$ cat src/rtl/imem_loader_pkg.sv
// Shared types and constants for the boot-time instruction-memory loader.
// The checksum path is enabled with IMEM_LOADER_CHECKSUM_EN.
package imem_loader_pkg;

    typedef enum logic [2:0] {
        ST_IDLE,
        ST_CLEAR,
        ST_LOAD,
        ST_CHK,
        ST_DONE,
        ST_ERR
    } state_t;

    localparam int WORD_BYTES = 4;
    localparam int CHKSUM_W   = 32;

endpackage

$ cat src/rtl/imem_loader_byte_packer.sv
// Packs an accepted byte stream little-endian into 32-bit words and flags
// each completed word for exactly one cycle after its last byte.
module byte_packer
    import imem_loader_pkg::*;
(
    input  logic        clk_i,
    input  logic        rst_i,
    input  logic        clear_i,
    input  logic        accept_i,
    input  logic [7:0]  byte_i,
    output logic [31:0] word_o,
    output logic        word_valid_o,
    output logic        last_o
);

    localparam logic [1:0] LAST_IDX = 2'(WORD_BYTES - 1);

    logic [1:0]  r_cnt;
    logic [31:0] r_word;
    logic        r_valid;

    // Shifting in from the top leaves the first byte in [7:0] after four accepts.
    always_ff @(posedge clk_i or posedge rst_i) begin
        if (rst_i) begin
            r_cnt   <= '0;
            r_word  <= '0;
            r_valid <= 1'b0;
        end else begin
            r_valid <= 1'b0;
            if (clear_i) begin
                r_cnt  <= '0;
                r_word <= '0;
            end else if (accept_i) begin
                r_word  <= {byte_i, r_word[31:8]};
                r_cnt   <= r_cnt + 2'd1;
                r_valid <= (r_cnt == LAST_IDX);
            end
        end
    end

    assign word_o       = r_word;
    assign word_valid_o = r_valid;
    assign last_o       = (r_cnt == LAST_IDX);

endmodule

$ cat src/rtl/imem_loader.sv
// Boot loader: zero-fills instruction memory, writes a byte-streamed program
// from address 0, then holds the CPU start line high. Optional checksum
// verification is enabled with IMEM_LOADER_CHECKSUM_EN.
module imem_loader
    import imem_loader_pkg::*;
#(
    parameter int DEPTH  = 256,
    parameter int ADDR_W = $clog2(DEPTH)
) (
    input  logic              clk_i,
    input  logic              rst_i,
    input  logic              load_i,
    input  logic [ADDR_W:0]   len_i,
    input  logic [7:0]        byte_i,
    input  logic              byte_valid_i,
    output logic              byte_ready_o,
    output logic              imem_we_o,
    output logic [ADDR_W-1:0] imem_addr_o,
    output logic [31:0]       imem_wdata_o,
    output logic              busy_o,
    output logic              err_o,
    output logic              start_o
);

    localparam logic [ADDR_W:0]   DEPTH_W   = (ADDR_W + 1)'(DEPTH);
    localparam logic [ADDR_W-1:0] LAST_ADDR = ADDR_W'(DEPTH - 1);

    state_t            r_state,  w_nstate;
    logic [ADDR_W:0]   r_len,    w_nlen;
    logic [ADDR_W-1:0] r_addr,   w_naddr;
    logic [ADDR_W:0]   r_wcount, w_nwcount;
    logic              r_clr_we, w_nclr_we;
    logic              r_wr_en,  w_nwr_en;
    logic              r_ready,  w_nready;
    logic              r_err,    w_nerr;
    logic              r_start,  w_nstart;
`ifdef IMEM_LOADER_CHECKSUM_EN
    logic [CHKSUM_W-1:0] r_sum, w_nsum;
    logic                r_chk_en, w_nchk_en;
`endif

    logic              w_accept;
    logic              w_word_done;
    logic              w_pk_clear;
    logic              w_start_load;
    logic [ADDR_W:0]   w_wcount_inc;
    logic [31:0]       w_word;
    logic              w_word_valid;
    logic              w_last;

    assign w_accept     = byte_valid_i & r_ready;
    assign w_word_done  = w_accept & w_last;
    assign w_start_load = load_i & ((r_state == ST_IDLE) | (r_state == ST_ERR));
    assign w_wcount_inc = r_wcount + 1'b1;

    byte_packer u_packer (
        .clk_i        (clk_i),
        .rst_i        (rst_i),
        .clear_i      (w_pk_clear),
        .accept_i     (w_accept),
        .byte_i       (byte_i),
        .word_o       (w_word),
        .word_valid_o (w_word_valid),
        .last_o       (w_last)
    );

    always_ff @(posedge clk_i or posedge rst_i) begin
        if (rst_i) begin
            r_state  <= ST_IDLE;
            r_len    <= '0;
            r_addr   <= '0;
            r_wcount <= '0;
            r_clr_we <= 1'b0;
            r_wr_en  <= 1'b0;
            r_ready  <= 1'b0;
            r_err    <= 1'b0;
            r_start  <= 1'b0;
`ifdef IMEM_LOADER_CHECKSUM_EN
            r_sum    <= '0;
            r_chk_en <= 1'b0;
`endif
        end else begin
            r_state  <= w_nstate;
            r_len    <= w_nlen;
            r_addr   <= w_naddr;
            r_wcount <= w_nwcount;
            r_clr_we <= w_nclr_we;
            r_wr_en  <= w_nwr_en;
            r_ready  <= w_nready;
            r_err    <= w_nerr;
            r_start  <= w_nstart;
`ifdef IMEM_LOADER_CHECKSUM_EN
            r_sum    <= w_nsum;
            r_chk_en <= w_nchk_en;
`endif
        end
    end

    // Next-state logic also computes the next value of every registered output,
    // so the final write and the DONE transition land on the same edge.
    always_comb begin
        w_nstate   = r_state;
        w_nlen     = r_len;
        w_naddr    = r_addr;
        w_nwcount  = r_wcount;
        w_nclr_we  = 1'b0;
        w_nwr_en   = 1'b0;
        w_nready   = 1'b0;
        w_nerr     = r_err;
        w_nstart   = 1'b0;
        w_pk_clear = 1'b0;
`ifdef IMEM_LOADER_CHECKSUM_EN
        w_nsum     = r_sum;
        w_nchk_en  = 1'b0;
        if (w_word_valid && r_wr_en) begin
            w_nsum = r_sum + w_word;
        end
`endif

        case (r_state)
            ST_CLEAR: begin
                w_nclr_we = 1'b1;
                w_naddr   = r_addr + 1'b1;
                if (r_addr == LAST_ADDR) begin
                    w_nclr_we = 1'b0;
                    w_naddr   = '0;
                    if (r_len != '0) begin
                        w_nstate = ST_LOAD;
                        w_nready = 1'b1;
                    end else begin
`ifdef IMEM_LOADER_CHECKSUM_EN
                        w_nstate = ST_CHK;
                        w_nready = 1'b1;
`else
                        w_nstate = ST_DONE;
`endif
                    end
                end
            end
            ST_LOAD: begin
                w_nready = 1'b1;
                if (w_word_done) begin
                    w_nwr_en  = 1'b1;
                    w_naddr   = r_wcount[ADDR_W-1:0];
                    w_nwcount = w_wcount_inc;
                    if (w_wcount_inc == r_len) begin
`ifdef IMEM_LOADER_CHECKSUM_EN
                        w_nstate = ST_CHK;
`else
                        w_nstate = ST_DONE;
                        w_nready = 1'b0;
`endif
                    end
                end
            end
`ifdef IMEM_LOADER_CHECKSUM_EN
            // The expected sum is compared the cycle after its last byte lands.
            ST_CHK: begin
                w_nready  = r_ready & ~w_word_done;
                w_nchk_en = w_word_done;
                if (r_chk_en && w_word_valid) begin
                    if (w_word == r_sum) begin
                        w_nstate = ST_DONE;
                    end else begin
                        w_nstate = ST_ERR;
                        w_nerr   = 1'b1;
                    end
                end
            end
`endif
            ST_DONE: begin
                w_nstart = 1'b1;
            end
            ST_ERR: begin
                w_nerr = 1'b1;
            end
            default: begin
            end
        endcase

        if (w_start_load) begin
            w_nstate   = ST_CLEAR;
            w_naddr    = '0;
            w_nwcount  = '0;
            w_nclr_we  = 1'b1;
            w_nready   = 1'b0;
            w_pk_clear = 1'b1;
            if (len_i > DEPTH_W) begin
                w_nlen = DEPTH_W;
                w_nerr = 1'b1;
            end else begin
                w_nlen = len_i;
                w_nerr = 1'b0;
            end
`ifdef IMEM_LOADER_CHECKSUM_EN
            w_nsum = '0;
`endif
        end
    end

    assign byte_ready_o = r_ready;
    assign imem_we_o    = r_clr_we | (r_wr_en & w_word_valid);
    assign imem_addr_o  = r_addr;
    assign imem_wdata_o = r_wr_en ? w_word : 32'h0;
    assign busy_o       = (r_state == ST_CLEAR) | (r_state == ST_LOAD) | (r_state == ST_CHK);
    assign err_o        = r_err;
    assign start_o      = r_start;

endmodule

$ cat config.mk
export PLATFORM = sky130hd
export DESIGN_NAME = imem_loader
export DESIGN_NICKNAME = d
export VERILOG_FILES = /design/src/rtl/imem_loader_pkg.sv /design/src/rtl/imem_loader_byte_packer.sv /design/src/rtl/imem_loader.sv
export SDC_FILE = /design/constraint.sdc
export NUM_CORES = 1
export LEC_CHECK = 0
export ABC_CLOCK_PERIOD_IN_PS = 2910
export BUFFER_PORTS_ARGS = -buffer_cell sky130_fd_sc_hd__buf_2
export CAP_MARGIN = 25
export CORE_MARGIN = 2
export CORE_UTILIZATION = 35
export CTS_BUF_LIST = sky130_fd_sc_hd__clkbuf_4 sky130_fd_sc_hd__clkbuf_8 sky130_fd_sc_hd__clkbuf_16
export DETAILED_ROUTE_END_ITERATION = 6
export PLACE_DENSITY = 0.58
export SLEW_MARGIN = 20
export SYNTH_ARGS = -nofsm -noshare
export SYNTH_HDL_FRONTEND = slang
export SYNTH_SLANG_ARGS = --single-unit
export TNS_END_PERCENT = 10
$ cat constraint.sdc
create_clock -name clk_i -period 2.91 [get_ports clk_i]
set_input_delay 0.1455 -clock clk_i [delete_from_list [all_inputs] [get_ports clk_i]]
set_output_delay 0.1455 -clock clk_i [all_outputs]
set_load 0.01 [all_outputs]
# Word level (Yosys, flattened, before mapping)
# Cells that the tools add are included.
# op_classes
eq_ne	11
muxes	37
order_cmp	1
reduce_logical	10
add_sub_neg	3
bitwise	8
# op_table
op	count
32-bit 2-to-1 mux	3
9-bit 2-to-1 mux	4
8-bit 2-to-1 mux	3
1-bit 2-to-1 mux	17
8-bit one-hot mux with 2 select lines	1
3-bit 2-to-1 mux	5
9-bit by 1-bit adder with 9-bit output (second input constant)	1
9-bit == test	1
9-bit greater-than comparator (second input constant)	1
3-bit != test (second input constant)	3
9-bit nonzero test	1
8-bit by 1-bit adder with 8-bit output (second input constant)	1
8-bit == test (second input constant)	1
2-bit nonzero test	4
3-bit by 2-bit == test with 1-bit output (second input constant)	2
3-bit == test (second input constant)	2
3-bit one-hot mux with 2 select lines	1
1-bit AND	4
2-bit 2-to-1 mux	2
1-bit OR	4
2-bit AND reduction	2
4-bit AND reduction	1
3-bit by 1-bit == test with 1-bit output (second input constant)	1
3-bit zero test	1
other kinds (4)	4
# totals
word_cells	82
reg_bits	69
input_bits	21
out_inout_bits	45

# Logic depth before layout (Yosys ltp)
# Gate-level depths: netlist (run 1).
# depth
ltp_word	6
ltp_mapped	8
mapped_depth_nobuf	6

# By module
# Synthesis (run 1) repeated with hierarchy kept, for this count alone.
# hier_totals
cells_unflattened	379
hier_area_um2	3662.3
# by_module_without_submodules
mod	area_each_um2	cells_per_inst	instances
imem_loader	2202.1	264	1
byte_packer	1460.2	115	1

# Least setup slack after synthesis (run 1)
# OpenSTA, ideal clock, no wires.
# synth_path
path_type	register -> register
from	register r_wcount[1]
to	register r_state[2]
setup_ns	0.120
setup_slack_ns	1.155
path_stages_with_launch	8
path_buffers	1
synth_period_minus_slack_ns	1.755
t_arrival_ns	1.635
required_time_ns	2.790
path_cell_list	dfrtp_1 ha_1 buf_2 and2_1 a211o_1 a31oi_1 nor4_1 a31o_2
# synth_between
elab_chain_cells	4
# synth_rtl
element	line_no	rtl
start, declared	imem_loader.sv:31	logic [ADDR_W:0] r_wcount, w_nwcount;
start signal, assigned	imem_loader.sv:86	r_wcount <= w_nwcount;
9-bit by 1-bit adder with 9-bit output	imem_loader.sv:54	assign w_wcount_inc = r_wcount + 1'b1;
9-bit == test	imem_loader.sv:146	if (w_wcount_inc == r_len) begin
3-bit != test (no line)	n/a	
4-bit AND reduction (no line)	n/a	
end signal, assigned	imem_loader.sv:83	r_state <= w_nstate;
end, declared	imem_loader.sv:28	state_t r_state, w_nstate;
# No other way between the ends.
# A chain may end at the register's enable or synchronous reset.

# Worst setup path after layout (run 1)
# layout_path
from	register r_wcount[0]
to	register r_ready, in the netlist byte_ready_o
# layout_between
elab_chain_cells	6
# layout_rtl
element	line_no	rtl
9-bit by 1-bit adder with 9-bit output	imem_loader.sv:54	
9-bit == test	imem_loader.sv:146	
1-bit 2-to-1 mux	imem_loader.sv:146	
1-bit 2-to-1 mux	imem_loader.sv:142	if (w_word_done) begin
1-bit one-hot mux with 2 select lines	imem_loader.sv:120	case (r_state)
1-bit 2-to-1 mux	imem_loader.sv:181	if (w_start_load) begin
net w_nready	imem_loader.sv:34	logic r_ready, w_nready;
end signal, assigned	imem_loader.sv:89	r_ready <= w_nready;
end, declared	imem_loader.sv:34	
# The timed path passes the listed nets, and every way through them passes these cells.

==> results of run 1 <==
-- power by group through the flow --
| stage | registers [mW] | clock network, mW | logic [mW] |
|---|---|---|---|
| 3_5_place_dp | 0.988 | 0 | 0.0508 |
| 5_1_grt | 0.970 | 0.955 | 0.0573 |
| 6_report | 0.969 | 0.895 | 0.0503 |
| 3_3_place_gp | 0.988 | 0 | 0.0500 |
| 4_1_cts | 0.969 | 0.914 | 0.0521 |
| 2_1_floorplan | 0.987 | 0 | 0.0224 |
-- placed cells by master (no fill, tap or decap), types with 3 or more instances in the layout --
cell                       count
sky130_fd_sc_hd__nand2_1     102
sky130_fd_sc_hd__dfrtp_1      69
sky130_fd_sc_hd__buf_2        65
sky130_fd_sc_hd__a21oi_1      40
sky130_fd_sc_hd__and2_1       37
sky130_fd_sc_hd__o21ai_0      22
sky130_fd_sc_hd__nor2_1       17
sky130_fd_sc_hd__nand3_1      10
sky130_fd_sc_hd__xnor2_1       9
sky130_fd_sc_hd__nand3b_1      9
sky130_fd_sc_hd__a31oi_1       9
sky130_fd_sc_hd__clkbuf_8      9
sky130_fd_sc_hd__nor3_1        6
sky130_fd_sc_hd__xor2_1        6
sky130_fd_sc_hd__o31ai_1       6
sky130_fd_sc_hd__nor4_1        5
sky130_fd_sc_hd__a22o_1        4
sky130_fd_sc_hd__buf_4         4
sky130_fd_sc_hd__inv_1         3
sky130_fd_sc_hd__nor3b_1       3
sky130_fd_sc_hd__ha_1          3
-- cell families (layout without fill, tap and decap cells) --
logic type | count (synthesis) | in the layout
AND/OR/NAND/NOR | 210 | 210
AO/OA/AOI/OAI | 89 | 89
flip-flops | 69 | 69
buffers and inverters | 32 | 91
XOR/XNOR | 15 | 15
adder cells (fa/ha/maj) | 3 | 3
multiplexers | 1 | 1
-- flip-flops by register name, indices dropped and copies added (netlist names) --
name and count:
r_clr_we 1, r_wr_en 1, r_len 9, r_wcount 9
u_packer.word_o 32, byte_ready_o 1, u_packer.r_cnt 2, u_packer.word_valid_o 1
imem_addr_o 8, start_o 1, err_o 1, r_state 3
-- through the flow --
step	total power [mW]	utilization	worst slack, ps	area, um2
final	1.91	0.421	701	4300
after global routing	1.98	0.421	505	4300
after CTS	1.94	0.421	742	4300
after detailed placement	1.04	0.398	756	4070
after global placement	1.04	0.398	799	4070
after floorplan	1.01	-	1020	3660
-- layout make-up --
class | count | area [um2]
Sequential cell | 69 | 1730
Clock buffer | 10 | 131
Tap cell | 136 | 170
Multi-Input combinational cell | 318 | 1780
Clock inverter | 6 | 93.8
Timing Repair Buffer | 71 | 385
Fill cell | 1088 | 5930
Inverter | 4 | 15.0
-- per-layer routing --
layer	track usage	routed length, um
met5	0	0
met2	0.252	4160
met1	0.231	4310
met3	0.0356	386
met4	0.0620	136
-- cells in the mapped netlist (all sizes together) (3+ instances only) --
master  count  area [um2]
xor2        6        52.6
clkbuf     10        37.5
nor4        6        52.6
nand3b      9        67.6
nor3b       4        41.3
a22o        4        35.0
o21ai      22         110
o31ai       6        45.0
a31oi       9        56.3
a21oi      40         200
nand3      11        67.6
buf        18        98.9
xnor2       9        78.8
nor2       18        70.1
and2       38         238
dfrtp      69        1730
inv         4        15.0
ha          3        37.5
nor3        7        46.3
and3        4        35.0
nand2     102         383
-- critical path, stage by stage, from the launching register on --
cell and delay [ps]:
sky130_fd_sc_hd__dfrtp_1 510, sky130_fd_sc_hd__ha_1 430, sky130_fd_sc_hd__and3_1 230, sky130_fd_sc_hd__nand3_1 140
sky130_fd_sc_hd__xnor2_1 160, sky130_fd_sc_hd__nor4_1 450, sky130_fd_sc_hd__a31oi_1 150
-- final timing paths --
check                           cells after the start                  end
worst max-delay path                                6         byte_ready_o
worst min-delay path                                3  u_packer.word_o[25]
worst max register to register                      6         byte_ready_o
worst min register to register                      1          r_wcount[8]
max in group asynchronous                           4           r_state[1]
min in group asynchronous                           3  u_packer.word_o[28]
-- what timing repair did --
item                       in CTS  in global routing
setup endpoints to repair       0                  0
hold endpoints to repair       32                  0
hold buffers                    1                  0
==> summary by stage, run 1 <==
Clock network
Clock tree synthesis selected as its root buffer the cell sky130_fd_sc_hd__clkbuf_8. The buffer levels on the longest clock path is 2. Clock tree synthesis inserted a total of 9 buffers. The number of gates resized after CTS is 0. The clock transition at the register clock pins on the worst setup and hold paths after CTS is approximately 90 ps. The number of sinks on the clock net is 69. The CTS H-tree depth is 3. The worst-skew pair later-pin latency is roughly 350 ps. TritonCTS built the clock tree.

The number of setup buffers added after CTS is 0.

Global routing
The total overflow left after global routing is 0. The initial antenna violation count is 0. The global-route wire length before repair is 15000 um. The via count of the first global-routing pass is 2994.

In the global route stage, overall resource usage came out at 0.165. The largest net degree at the start of global routing is 38.

Floorplanning
For this configuration, the core starts out at a cell density of 0.357. The area of the die is 11300 um2. After floorplanning, the core was sized to cover 10200 um2.

Measured along the x axis, the die boundary spans about 110 um. The floorplan has 37 rows. From bottom edge to top edge, the die measures around 110 um. During I/O placement, the number of pins put on the boundary was 66.

Cells and area
The signed area change from the synthesized netlist to the final layout is 17.7%. The number of cells in the finished layout apart from fillers is around 610. Of the cells placed in the final design, the portion with a size suffix greater than 1 is 0.203. The number of antenna repair diodes is 0. The net total in the final layout is 497.

Timing
The final clock skew is 12.9 ps. The final setup violation count is 0. The clock period could shrink to 2210 ps. The number of pins with negative max-slew slack in the final report was 0. In the finished design, the share of the clock period the worst path needs comes to 0.759. The slew at the pin closest to its max-slew limit is slightly below 800 ps. The number of hold-slack violations in the final timing report is 0. The worst hold-check slack is a little over 20 ps. The maximum operating frequency is 0.453 GHz.

Setup repair after global routing left no endpoint under its margin. The relative max-transition margin is 0.477. Adding up every negative setup slack in the final design gives 0 ps.

Power
Cell internal power was estimated by the tool at around 1.5 mW. The static leakage power is 2.04 nW. IR analysis of the VDD net gives a maximum drop of 0.000244 V. The switching power summed over all nets is between 400 and 500 uW. The share of total power dissipated in sequential elements is 0.506. The cell area power density is 445 nW/um2. The combinational power share is 0.026.

The net switching fraction of the power is 0.225. The clock network power share is 0.468.

Yosys
The average instance in the mapped netlist occupies 8.73 um2. The total number of yosys warnings is 0. Of the synthesized area, sequential elements account for 0.472.

The synthesized area is 3660 um2. The number of synthesized register bits is 69. The fraction of synthesized area in multiplexers is 0.00274. Counting distinct cell types in the post-synthesis netlist gives 46. The synthesized-area fraction occupied by ao, oa, aoi and oai cells was 0.140. The combinational family with the most area after synthesis is simple AND/OR/NAND/NOR gates. The count of flip-flops with a built-in enable after synthesis is 0. The xor-xnor portion of the synthesized cell area is 0.0359. The main flop type after synthesis is sky130_fd_sc_hd__dfrtp_1. The number of instances in the synthesized netlist is 419. The share of flip-flops with an asynchronous set or reset after synthesis is 1.00. The simple-gate portion of the synthesized area is 0.297. The net count after synthesis is approximately 440. The adder-cell share of the synthesized area is 0.0103.

Route
After detailed routing, the number of remaining DRC violations is 0. After detailed routing, the total wire length is approximately 9000 um. The detail-routed net length per standard cell is 14.6 um. The vias after detailed routing is 3127. After the first detailed-routing iteration, the DRC count stood at 206. Using the TritonRoute via totals, the vias-per-cell ratio works out to 5.09. The first detailed-routing pass ran for 4 iterations. The number of nets with antenna violations after routing is 0.

Place
The final weighted congestion of routability-driven global placement is approximately 0.84. The total placed cells including tap cells is just under 600. The detailed-placement wirelength estimate is 6100 um.

The port buffer count is 65.

Hold path
The worst hold path begins at byte_i[1]. The tightest min-delay check is of the in2reg type.

Worst setup path
The worst register-to-register path has a setup slack of 700 ps. For the worst setup path, the data arrival time is 2410 ps. The start-to-end type of the worst setup path is reg2reg.

The start of the worst register-to-register path is r_wcount[0]. STA classifies the critical path startpoint as a flip-flop. The largest fanout on the critical path is 11.

The critical path endpoint category is a flip-flop. The critical path launch point is r_wcount[0]. The data required time of the critical path is 3110 ps.

Status
The flow ran to the end, and the final reports show no timing, DRC or antenna violations.

Run
The number of violations of the max-capacitance limit is 0.
Power figures use the tool's default switching activity.
==> inputs of run 2 (changes only) <==
--- a/config.mk
+++ b/config.mk
@@ -5,7 +5,8 @@
 export SDC_FILE = /design/constraint.sdc
 export NUM_CORES = 1
 export LEC_CHECK = 0
-export ABC_CLOCK_PERIOD_IN_PS = 2910
+export ABC_AREA = 1
+export ABC_CLOCK_PERIOD_IN_PS = 2100
 export BUFFER_PORTS_ARGS = -buffer_cell sky130_fd_sc_hd__buf_2
 export CAP_MARGIN = 25
 export CORE_MARGIN = 2
==> constraint.sdc (replaced) <==
create_clock -name clk_i -period 2.1 [get_ports clk_i]
set_input_delay 0.105 -clock clk_i [delete_from_list [all_inputs] [get_ports clk_i]]
set_output_delay 0.105 -clock clk_i [all_outputs]
set_load 0.01 [all_outputs]
==> run 2 against run 1 <==
Against the previous run: core utilization increased by 1.2 points; die area grew 3.9%; flip-flop and latch count unchanged; sequential power grew 140%; cell area increased by 8.1%; register-to-register slack worse by 480 ps; sequential share of layout area is 3.0 points lower; critical endpoint is now r_state[1]; first-iteration DRC count grew 25%; area after synthesis increased by 4.0%; worst setup slack got worse by 480 ps.
==> summary by stage, run 2 <==
Worst setup path
The number of cells on the worst reg-to-reg path is 12 (was 6). The critical-path cell with the highest stage delay was sky130_fd_sc_hd__dfrtp_1 (unchanged). The worst flop-to-flop path endpoint was r_state[1] (was byte_ready_o). The nature of the critical path startpoint is a flip-flop (unchanged). The critical path buffer and inverter count came to 1 (was 0). The category of cells accounting for the largest share of critical-path delay is simple AND/OR/NAND/NOR gates (unchanged). The critical path endpoint category is a flip-flop (unchanged). The start-to-end type of the worst setup path is reg2reg (unchanged). Critical Path, Cell by Cell: ha_1, nand2_2, o21ai_0, nand2_1, nand2_1, nand2_1, nor2_1, nand4_1, o21ai_0, nand3b_1, nand2_1, inv_1 (was ha_1, and3_1, nand3_1, xnor2_1, nor4_1, a31oi_1). The start of the worst register-to-register path is r_wcount[0] (unchanged). The data required time of the critical path is 2340 ps (was 3110 ps). The maximum cell stage delay along the critical path is 350 ps (was 510 ps).

The register-to-register setup slack is 230 ps (was 700 ps). The worst endpoint data arrival time is 2120 ps (was 2410 ps). The most numerous cell type found on the critical path is sky130_fd_sc_hd__nand2_1.

The largest fanout on the critical path is 5 (was 11).

Clock network
The CTS H-tree depth is 3 (unchanged). The root cell of the clock tree is sky130_fd_sc_hd__clkbuf_8 (unchanged). The number of buffers inserted during clock tree synthesis is 9 (unchanged).

The CTS tree is built (unchanged). The clock transition at the register clock pins on the worst setup and hold paths after CTS is 80 ps (was 90 ps). The number of sinks on the clock net was 69 (unchanged).

The buffer levels on the longest clock path came to 2 (unchanged). The worst-skew pair later-pin latency was 350 ps (about the same).

Hold path
The number of cells traversed by the worst hold path is 3 (unchanged). The worst hold endpoint is r_len[2] (was u_packer.word_o[25]). The worst min-delay path category is in2reg (unchanged). The source of the worst hold timing path is len_i[2] (was byte_i[1]).

Timing
The final setup violation count is 0 (unchanged). The number of hold-slack violations in the final timing report is 0 (unchanged). The number of pins with negative max-slew slack in the final report is 0 (unchanged). The share of the clock period used by the worst path was 0.893 (was 0.759). Unrepaired setup endpoints after global routing: no (unchanged).

The relative max-transition margin was 0.691 (was 0.477). The final clock skew is 11.4 ps (was 12.9 ps). The time the final worst path needs with I/O delays and setup is 1870 ps (was 2210 ps). The maximum operating frequency is 0.533 GHz (was 0.453 GHz). The slew at the pin closest to its max-slew limit is 463 ps (was 785 ps). The worst hold-check slack is 21.9 ps (was 20.4 ps). The final setup TNS is 0 ps (unchanged).

Power
The maximum ir drop on the vdd rail is 0.000437 V (was 0.000244 V). The cell area power density came to 1270 nW/um2 (was 445 nW/um2). The static leakage power is 2.82 nW (was 2.04 nW).

Yosys
The number of different library cells in the post-synthesis netlist was 39 (was 46). The synthesized-area fraction occupied by ao, oa, aoi and oai cells is 0.135 (was 0.140). The count of flip-flops with a built-in enable after synthesis is 0 (unchanged). Most used standard cells in the synthesized netlist: sky130_fd_sc_hd__inv_1, sky130_fd_sc_hd__nand2_1, sky130_fd_sc_hd__dfrtp_1, sky130_fd_sc_hd__nor2_1, sky130_fd_sc_hd__o21ai_0 (was sky130_fd_sc_hd__nand2_1, sky130_fd_sc_hd__dfrtp_1, sky130_fd_sc_hd__a21oi_1, sky130_fd_sc_hd__and2_1, sky130_fd_sc_hd__o21ai_0). The net count after synthesis is 541 (was 443). The number of synthesized register bits is 69 (unchanged).

The average footprint of a synthesized cell is 7.36 um2 (was 8.73 um2). The most common cell in the synthesized netlist is sky130_fd_sc_hd__inv_1 (was sky130_fd_sc_hd__nand2_1). The simple-gate portion of the synthesized area came to 0.245 (was 0.297). The synthesized area was 3800 um2 (was 3660 um2). The total number of yosys warnings is 0 (unchanged). Top cells by area, synth: sky130_fd_sc_hd__dfrtp_1, sky130_fd_sc_hd__inv_1, sky130_fd_sc_hd__nand2_1 (was sky130_fd_sc_hd__dfrtp_1, sky130_fd_sc_hd__nand2_1, sky130_fd_sc_hd__and2_1).

The cell type with the largest total area after synthesis is sky130_fd_sc_hd__dfrtp_1 (unchanged). The sequential element share of the synthesized area is 0.454 (was 0.472). The combinational family with the most area after synthesis is simple AND/OR/NAND/NOR gates (unchanged). The share of flip-flops with an asynchronous set or reset after synthesis is 1.00 (unchanged). The xor-xnor portion of the synthesized cell area is 0 (was 0.0359). The number of instances in the synthesized netlist is 517 (was 419).

The fraction of post-synthesis cell area in the top cell type by area is 0.454 (was 0.472). The main flop type after synthesis is sky130_fd_sc_hd__dfrtp_1 (unchanged). The adder-cell share of the synthesized area is 0.00987 (was 0.0103). The fraction of synthesized area in multiplexers is 0.00263 (was 0.00274).

Cells and area
The number of antenna repair diodes is 0 (unchanged). The total of fill cells in the finished design is 1118 (was 1088). The flip-flop count of the largest register after layout came to 32 (unchanged).

The most common cell after layout, fill and taps aside is sky130_fd_sc_hd__inv_1 (was sky130_fd_sc_hd__nand2_1). The signed area change from the synthesized netlist to the final layout is 22.2% (was 17.7%). The ratio of cells with drive above 1 in the final layout is 0.189 (was 0.203). The net total in the final layout is 618 (was 497). Commonest non-fill, non-tap cells in the layout: sky130_fd_sc_hd__inv_1, sky130_fd_sc_hd__nand2_1, sky130_fd_sc_hd__dfrtp_1 (was sky130_fd_sc_hd__nand2_1, sky130_fd_sc_hd__dfrtp_1, sky130_fd_sc_hd__buf_2).

Place
The detailed-placement wirelength estimate is 6170 um (was 6100 um). The port buffer count was 65 (unchanged). The final weighted congestion of routability-driven global placement came to 0.862 (was 0.839).

Global routing
The total routing usage reported by global routing is 0.162 (was 0.165). The via count of the first global-routing pass is 3210 (was 2994). The total grt overflow came to 0 (unchanged). The global-route wire length before repair is 15000 um (about the same). The initial antenna violation count is 0 (unchanged).

The largest net degree at the start of global routing is 51 (was 38).

Route
The number of iterations in the first detailed-routing pass is 4 (unchanged). The violation count after the first detailed-routing iteration is 257 (was 206). The vias after detailed routing is 3388 (was 3127). The detail-routed net length per standard cell is 12.2 um (was 14.6 um). The sum of routed wire length over all layers came to 9000 um (was 8980 um). The number of vias per cell after detailed routing was 4.58 (was 5.09).

The number of nets with antenna violations after routing is 0 (unchanged). The post-route DRC violation count is 0 (unchanged).

Floorplanning
The die extent in y came to 108 um (was 106 um). The area of the die came to 11700 um2 (was 11300 um2). The initial standard-cell utilization of the core is 0.354 (was 0.357). The top-level port count is 66 (unchanged).

The number of core rows came to 38 (was 37). The core footprint was 10700 um2 (was 10200 um2). The overall die width is 108 um (was 106 um).

Status
Run status: finished, final reports clean (unchanged).

Run
The number of violations of the max-capacitance limit was 0 (unchanged).
run 2: metal layers:
metal  GRT usage  share of wire  vias up  wire length (um)
met5           0              0        -                 0
met4      0.0733          0.019        0               174
met3      0.0356          0.055       14               499
met2       0.247           0.44      101              3990
met1       0.221           0.48     1515              4330
li1            -              -     1758                 -
run 2: cells by family (layout without fill, tap and decap cells):
kind of cell	Yosys count	after routing
flops	69	69
compound gates	85	85
fa+ha+maj	3	3
buf+inv	150	232
mux	1	1
simple gates	209	209
run 2: cell type report:
cell class / count / area, um2 / area share
Sequential cell: 69 / 1730 / 0.371
Multi-Input combinational cell: 298 / 1500 / 0.322
Timing Repair Buffer: 84 / 503 / 0.108
Inverter: 132 / 500 / 0.108
Tap cell: 140 / 175 / 0.0377
Clock buffer: 9 / 124 / 0.0266
Clock inverter: 7 / 121 / 0.0261
run 2: worst max path at each step:
stage                            from           end  slack, ps  cells after the start
final                     r_wcount[0]    r_state[1]        230                     12
after floorplan                 rst_i  byte_ready_o        260                      1
after CTS                 r_wcount[0]    r_state[1]        210                     13
after detailed placement  r_wcount[0]    r_state[2]        230                     14
after global placement    r_wcount[0]    r_state[2]        300                     15
after global routing      r_wcount[0]    r_state[0]          4                     15
run 2: report_power, final:
| part | leakage, nW | internal [mW] | switching (mW) |
|---|---|---|---|
| Combinational | 1.80 | 0.871 | 1.43 |
| Clock | 0.124 | 0.797 | 0.540 |
| Sequential | 0.902 | 1.86 | 0.420 |
| Total | 2.82 | 3.52 | 2.39 |
run 2: timing repair:
| item | in CTS | in global routing |
|---|---|---|
| gates resized for setup | 0 | 2 |
| hold buffers | 9 | 0 |
| setup endpoints to repair | 0 | 2 |
| setup buffers | 0 | 0 |
| hold endpoints to repair | 27 | 0 |
run 2: metrics by stage:
| step | instance area (um2) | power, mW | utilization | setup slack, ps | std cells |
|---|---|---|---|---|---|
| floorplan | 3800 | 3.92 | - | 255 | 517 |
| global placement | 4310 | 4.51 | 0.401 | 304 | 714 |
| detailed placement | 4310 | 4.57 | 0.401 | 230 | 714 |
| CTS | 4650 | 5.94 | 0.432 | 210 | 739 |
| global route | 4650 | 6.44 | 0.433 | 3.67 | 739 |
| finish | 4650 | 5.91 | 0.433 | 225 | 739 |
run 2: worst reg2reg max path, stage by stage (launching register included):
cell                       delay (ps)
sky130_fd_sc_hd__dfrtp_1          350
sky130_fd_sc_hd__ha_1             190
sky130_fd_sc_hd__nand2_2          100
sky130_fd_sc_hd__o21ai_0          260
sky130_fd_sc_hd__nand2_1          120
sky130_fd_sc_hd__nand2_1           80
sky130_fd_sc_hd__nand2_1           40
sky130_fd_sc_hd__nor2_1           100
sky130_fd_sc_hd__nand4_1          140
sky130_fd_sc_hd__o21ai_0          190
sky130_fd_sc_hd__nand3b_1         100
sky130_fd_sc_hd__nand2_1           60
sky130_fd_sc_hd__inv_1             30
==> inputs of run 3 (changes only) <==
--- a/config.mk
+++ b/config.mk
@@ -14,8 +14,10 @@
 export CTS_BUF_LIST = sky130_fd_sc_hd__clkbuf_4 sky130_fd_sc_hd__clkbuf_8 sky130_fd_sc_hd__clkbuf_16
 export DETAILED_ROUTE_END_ITERATION = 6
 export PLACE_DENSITY = 0.58
+export SKIP_CTS_REPAIR_TIMING = 1
 export SLEW_MARGIN = 20
 export SYNTH_ARGS = -nofsm -noshare
 export SYNTH_HDL_FRONTEND = slang
+export SYNTH_HIERARCHICAL = 1
 export SYNTH_SLANG_ARGS = --single-unit
 export TNS_END_PERCENT = 10
==> run 3 against run 2 <==
Against the previous run: the run now ends with negative hold slack left; clock skew up 0.66 ps; maximum frequency grew 1.1%; sequential power down 10%; routed wire length increased by 0.52%; sequential share of layout area grew 2.2 points; core utilization down 0.33 points; worst setup slack better by 20 ps; clock power down 15%; cell count shrank 5.7%; synthesized cell count fell by 6.4%; flip-flop and latch count stayed put.
==> summary by stage, run 3 <==
Timing
The number of hold-slack violations in the final timing report is 6 (was 0). The share of the clock period used by the worst path is 0.883 (was 0.893). The worst hold-check slack was -16.4 ps (was 21.9 ps). The maximum operating frequency came to 0.539 GHz (was 0.533 GHz). The number of pins with negative max-slew slack in the final report is 0 (unchanged). The slew at the pin closest to its max-slew limit was 557 ps (was 463 ps). The final clock skew is 12.1 ps (was 11.4 ps). The final setup violation count is 0 (unchanged). The time the final worst path needs with I/O delays and setup is 1860 ps (was 1870 ps).

Unrepaired setup endpoints after global routing: no (unchanged). The final setup TNS is 0 ps (unchanged). The relative max-transition margin is 0.628 (was 0.691).

Yosys
The number of instances in the synthesized netlist is 484 (was 517). The number of different library cells in the post-synthesis netlist was 29 (was 39). The share of flip-flops with an asynchronous set or reset after synthesis is 1.00 (unchanged). The fraction of post-synthesis cell area in the top cell type by area is 0.471 (was 0.454). The adder-cell share of the synthesized area is 0.0102 (was 0.00987).

The main flop type after synthesis is sky130_fd_sc_hd__dfrtp_1 (unchanged). The cell type with the largest total area after synthesis is sky130_fd_sc_hd__dfrtp_1 (unchanged). Most used standard cells in the synthesized netlist: sky130_fd_sc_hd__nand2_1, sky130_fd_sc_hd__inv_1, sky130_fd_sc_hd__dfrtp_1, sky130_fd_sc_hd__nand3_1, sky130_fd_sc_hd__o21ai_0 (was sky130_fd_sc_hd__inv_1, sky130_fd_sc_hd__nand2_1, sky130_fd_sc_hd__dfrtp_1, sky130_fd_sc_hd__nor2_1, sky130_fd_sc_hd__o21ai_0). The xor-xnor portion of the synthesized cell area is 0.00921 (was 0).

The number of synthesized register bits is 69 (unchanged). The synthesized area is 3670 um2 (was 3800 um2). The synthesized-area fraction occupied by ao, oa, aoi and oai cells is 0.0802 (was 0.135). The combinational family with the most area after synthesis is simple AND/OR/NAND/NOR gates (unchanged).

The simple-gate portion of the synthesized area came to 0.319 (was 0.245). The fraction of synthesized area in multiplexers was 0 (was 0.00263). The average footprint of a synthesized cell is 7.58 um2 (was 7.36 um2).

The most common cell in the synthesized netlist is sky130_fd_sc_hd__nand2_1 (was sky130_fd_sc_hd__inv_1). The sequential element share of the synthesized area is 0.471 (was 0.454). Top cells by area, synth: sky130_fd_sc_hd__dfrtp_1, sky130_fd_sc_hd__nand2_1, sky130_fd_sc_hd__nand3_1 (was sky130_fd_sc_hd__dfrtp_1, sky130_fd_sc_hd__inv_1, sky130_fd_sc_hd__nand2_1). The net count after synthesis came to 508 (was 541). The total number of yosys warnings is 6 (was 0).

The count of flip-flops with a built-in enable after synthesis is 0 (unchanged).

Worst setup path
The worst flop-to-flop path endpoint was r_state[0] (was r_state[1]). The start-to-end type of the worst setup path was reg2reg (unchanged). The worst endpoint data arrival time is 2080 ps (was 2120 ps). The start of the worst register-to-register path is imem_addr_o[0] (was r_wcount[0]). The register-to-register setup slack is 240 ps (was 230 ps). The largest fanout on the critical path is 6 (was 5). The number of cells on the worst reg-to-reg path is 12 (unchanged). The nature of the critical path startpoint is a flip-flop (unchanged). The data required time of the critical path was 2330 ps (was 2340 ps). The critical path launch point is imem_addr_o[0] (was r_wcount[0]). The critical path endpoint category is a flip-flop (unchanged).

Global routing
The largest net degree at the start of global routing is 36 (was 51). The global-route wire length before repair was 15400 um (was 15000 um). The via count of the first global-routing pass came to 3401 (was 3210). The initial antenna violation count is 0 (unchanged). The total grt overflow was 0 (unchanged). The total routing usage reported by global routing was 0.170 (was 0.162).

Clock network
The buffer levels on the longest clock path is 2 (unchanged). The root cell of the clock tree was sky130_fd_sc_hd__clkbuf_8 (unchanged). The number of sinks on the clock net is 69 (unchanged). The clock transition at the register clock pins on the worst setup and hold paths after CTS is 80 ps (about the same). The CTS tree is built (unchanged). The CTS H-tree depth came to 3 (unchanged). The number of buffers inserted during clock tree synthesis is 9 (unchanged). The worst-skew pair later-pin latency was 350 ps (about the same).

Floorplanning
The top-level port count was 66 (unchanged). The core footprint came to 10200 um2 (was 10700 um2). The number of core rows is 37 (was 38). The die extent in y is 106 um (was 108 um). The overall die width is 106 um (was 108 um). The initial standard-cell utilization of the core is 0.358 (was 0.354). The area of the die was 11300 um2 (was 11700 um2).

Route
The vias after detailed routing is 3335 (was 3388). The sum of routed wire length over all layers is 9040 um (was 9000 um). The number of nets with antenna violations after routing is 0 (unchanged). The violation count after the first detailed-routing iteration is 190 (was 257).

The number of iterations in the first detailed-routing pass is 5 (was 4). The number of vias per cell after detailed routing is 4.78 (was 4.58). The detail-routed net length per standard cell is 13.0 um (was 12.2 um). The post-route DRC violation count is 0 (unchanged).

Power
The cell area power density was 1140 nW/um2 (was 1270 nW/um2). The maximum ir drop on the vdd rail was 0.000471 V (was 0.000437 V). The static leakage power is 2.51 nW (was 2.82 nW).

Place
The final weighted congestion of routability-driven global placement came to 0.824 (was 0.862). The port buffer count is 65 (unchanged). The detailed-placement wirelength estimate is 6600 um (was 6170 um).

Cells and area
The flip-flop count of the largest register after layout is 32 (unchanged). Commonest non-fill, non-tap cells in the layout: sky130_fd_sc_hd__nand2_1, sky130_fd_sc_hd__inv_1, sky130_fd_sc_hd__dfrtp_1 (was sky130_fd_sc_hd__inv_1, sky130_fd_sc_hd__nand2_1, sky130_fd_sc_hd__dfrtp_1). The number of antenna repair diodes is 0 (unchanged). The total of fill cells in the finished design was 1084 (was 1118).

The ratio of cells with drive above 1 in the final layout is 0.219 (was 0.189). The signed area change from the synthesized netlist to the final layout came to 19.8% (was 22.2%). The net total in the final layout is 580 (was 618). The most common cell after layout, fill and taps aside is sky130_fd_sc_hd__nand2_1 (was sky130_fd_sc_hd__inv_1).

Hold path
The number of cells traversed by the worst hold path came to 3 (unchanged). The worst hold endpoint is r_len[4] (was r_len[2]). The worst min-delay path category is in2reg (unchanged). The source of the worst hold timing path is len_i[4] (was len_i[2]).

Status
Run status: finished, violations left (was finished, final reports clean). The final reports fail on negative hold slack.

Run
The number of violations of the max-capacitance limit is 0 (unchanged).
==> run 3: layout make-up <==
type,count,area (um2),area share
sequential,69,1730,0.393
multi-input combinational,320,1540,0.350
timing repair buffer,80,465,0.106
inverter,76,285,0.0649
tap,136,170,0.0387
clock buffer,10,138,0.0313
clock inverter,6,71.3,0.0162
==> run 3: worst max path at each step <==
stage	end	slack [ps]	cells past startpoint
3_5_place_dp	r_state[0]	280	12
5_1_grt	r_state[0]	50	12
3_3_place_gp	r_state[0]	260	12
2_1_floorplan	r_state[0]	470	12
6_report	r_state[0]	240	12
4_1_cts	r_state[0]	260	12
==> run 3: per-layer routing <==
layer	GRT usage	routed length, um
met1	0.202	3840
met3	0.0435	459
met5	0	0
met2	0.300	4620
met4	0.0545	127
==> run 3: metrics by stage <==
stage,power [mW],area [um2],util,std cells,setup slack (ps)
floorplan,3.38,3670,-,484,473
global placement,3.85,4120,0.403,675,259
detailed placement,3.89,4120,0.403,675,284
CTS,5.04,4330,0.424,691,258
global route,5.41,4390,0.429,697,50.5
finish,4.99,4390,0.429,697,245
==> run 3: logic make-up (layout without fill, tap and decap cells) <==
kind of cell               count (synthesis)  in the layout
AOI/OAI and AO/OA                         53             53
xor gates and xnor gates                   3              3
and+or+nand+nor                          261            261
buffers and inverters                     95            172
DFF                                       69             69
adders and majority gates                  3              3
==> run 3: worst max-delay path, cell delays in order (launching register included) <==
cell and delay [ps]:
sky130_fd_sc_hd__dfrtp_1 420, sky130_fd_sc_hd__ha_1 190, sky130_fd_sc_hd__nand2_1 80, sky130_fd_sc_hd__nor2_2 110
sky130_fd_sc_hd__inv_2 60, sky130_fd_sc_hd__nor2_4 100, sky130_fd_sc_hd__nand3_2 110, sky130_fd_sc_hd__nor2_4 180
sky130_fd_sc_hd__nor2_1 70, sky130_fd_sc_hd__o21ai_2 200, sky130_fd_sc_hd__nand2_2 90, sky130_fd_sc_hd__nand2_1 60
sky130_fd_sc_hd__nand2_1 50
==> run 3: report_power, final <==
group          switching, mW  internal, mW
logic                   1.18         0.618
registers              0.329          1.73
clock network          0.549         0.589
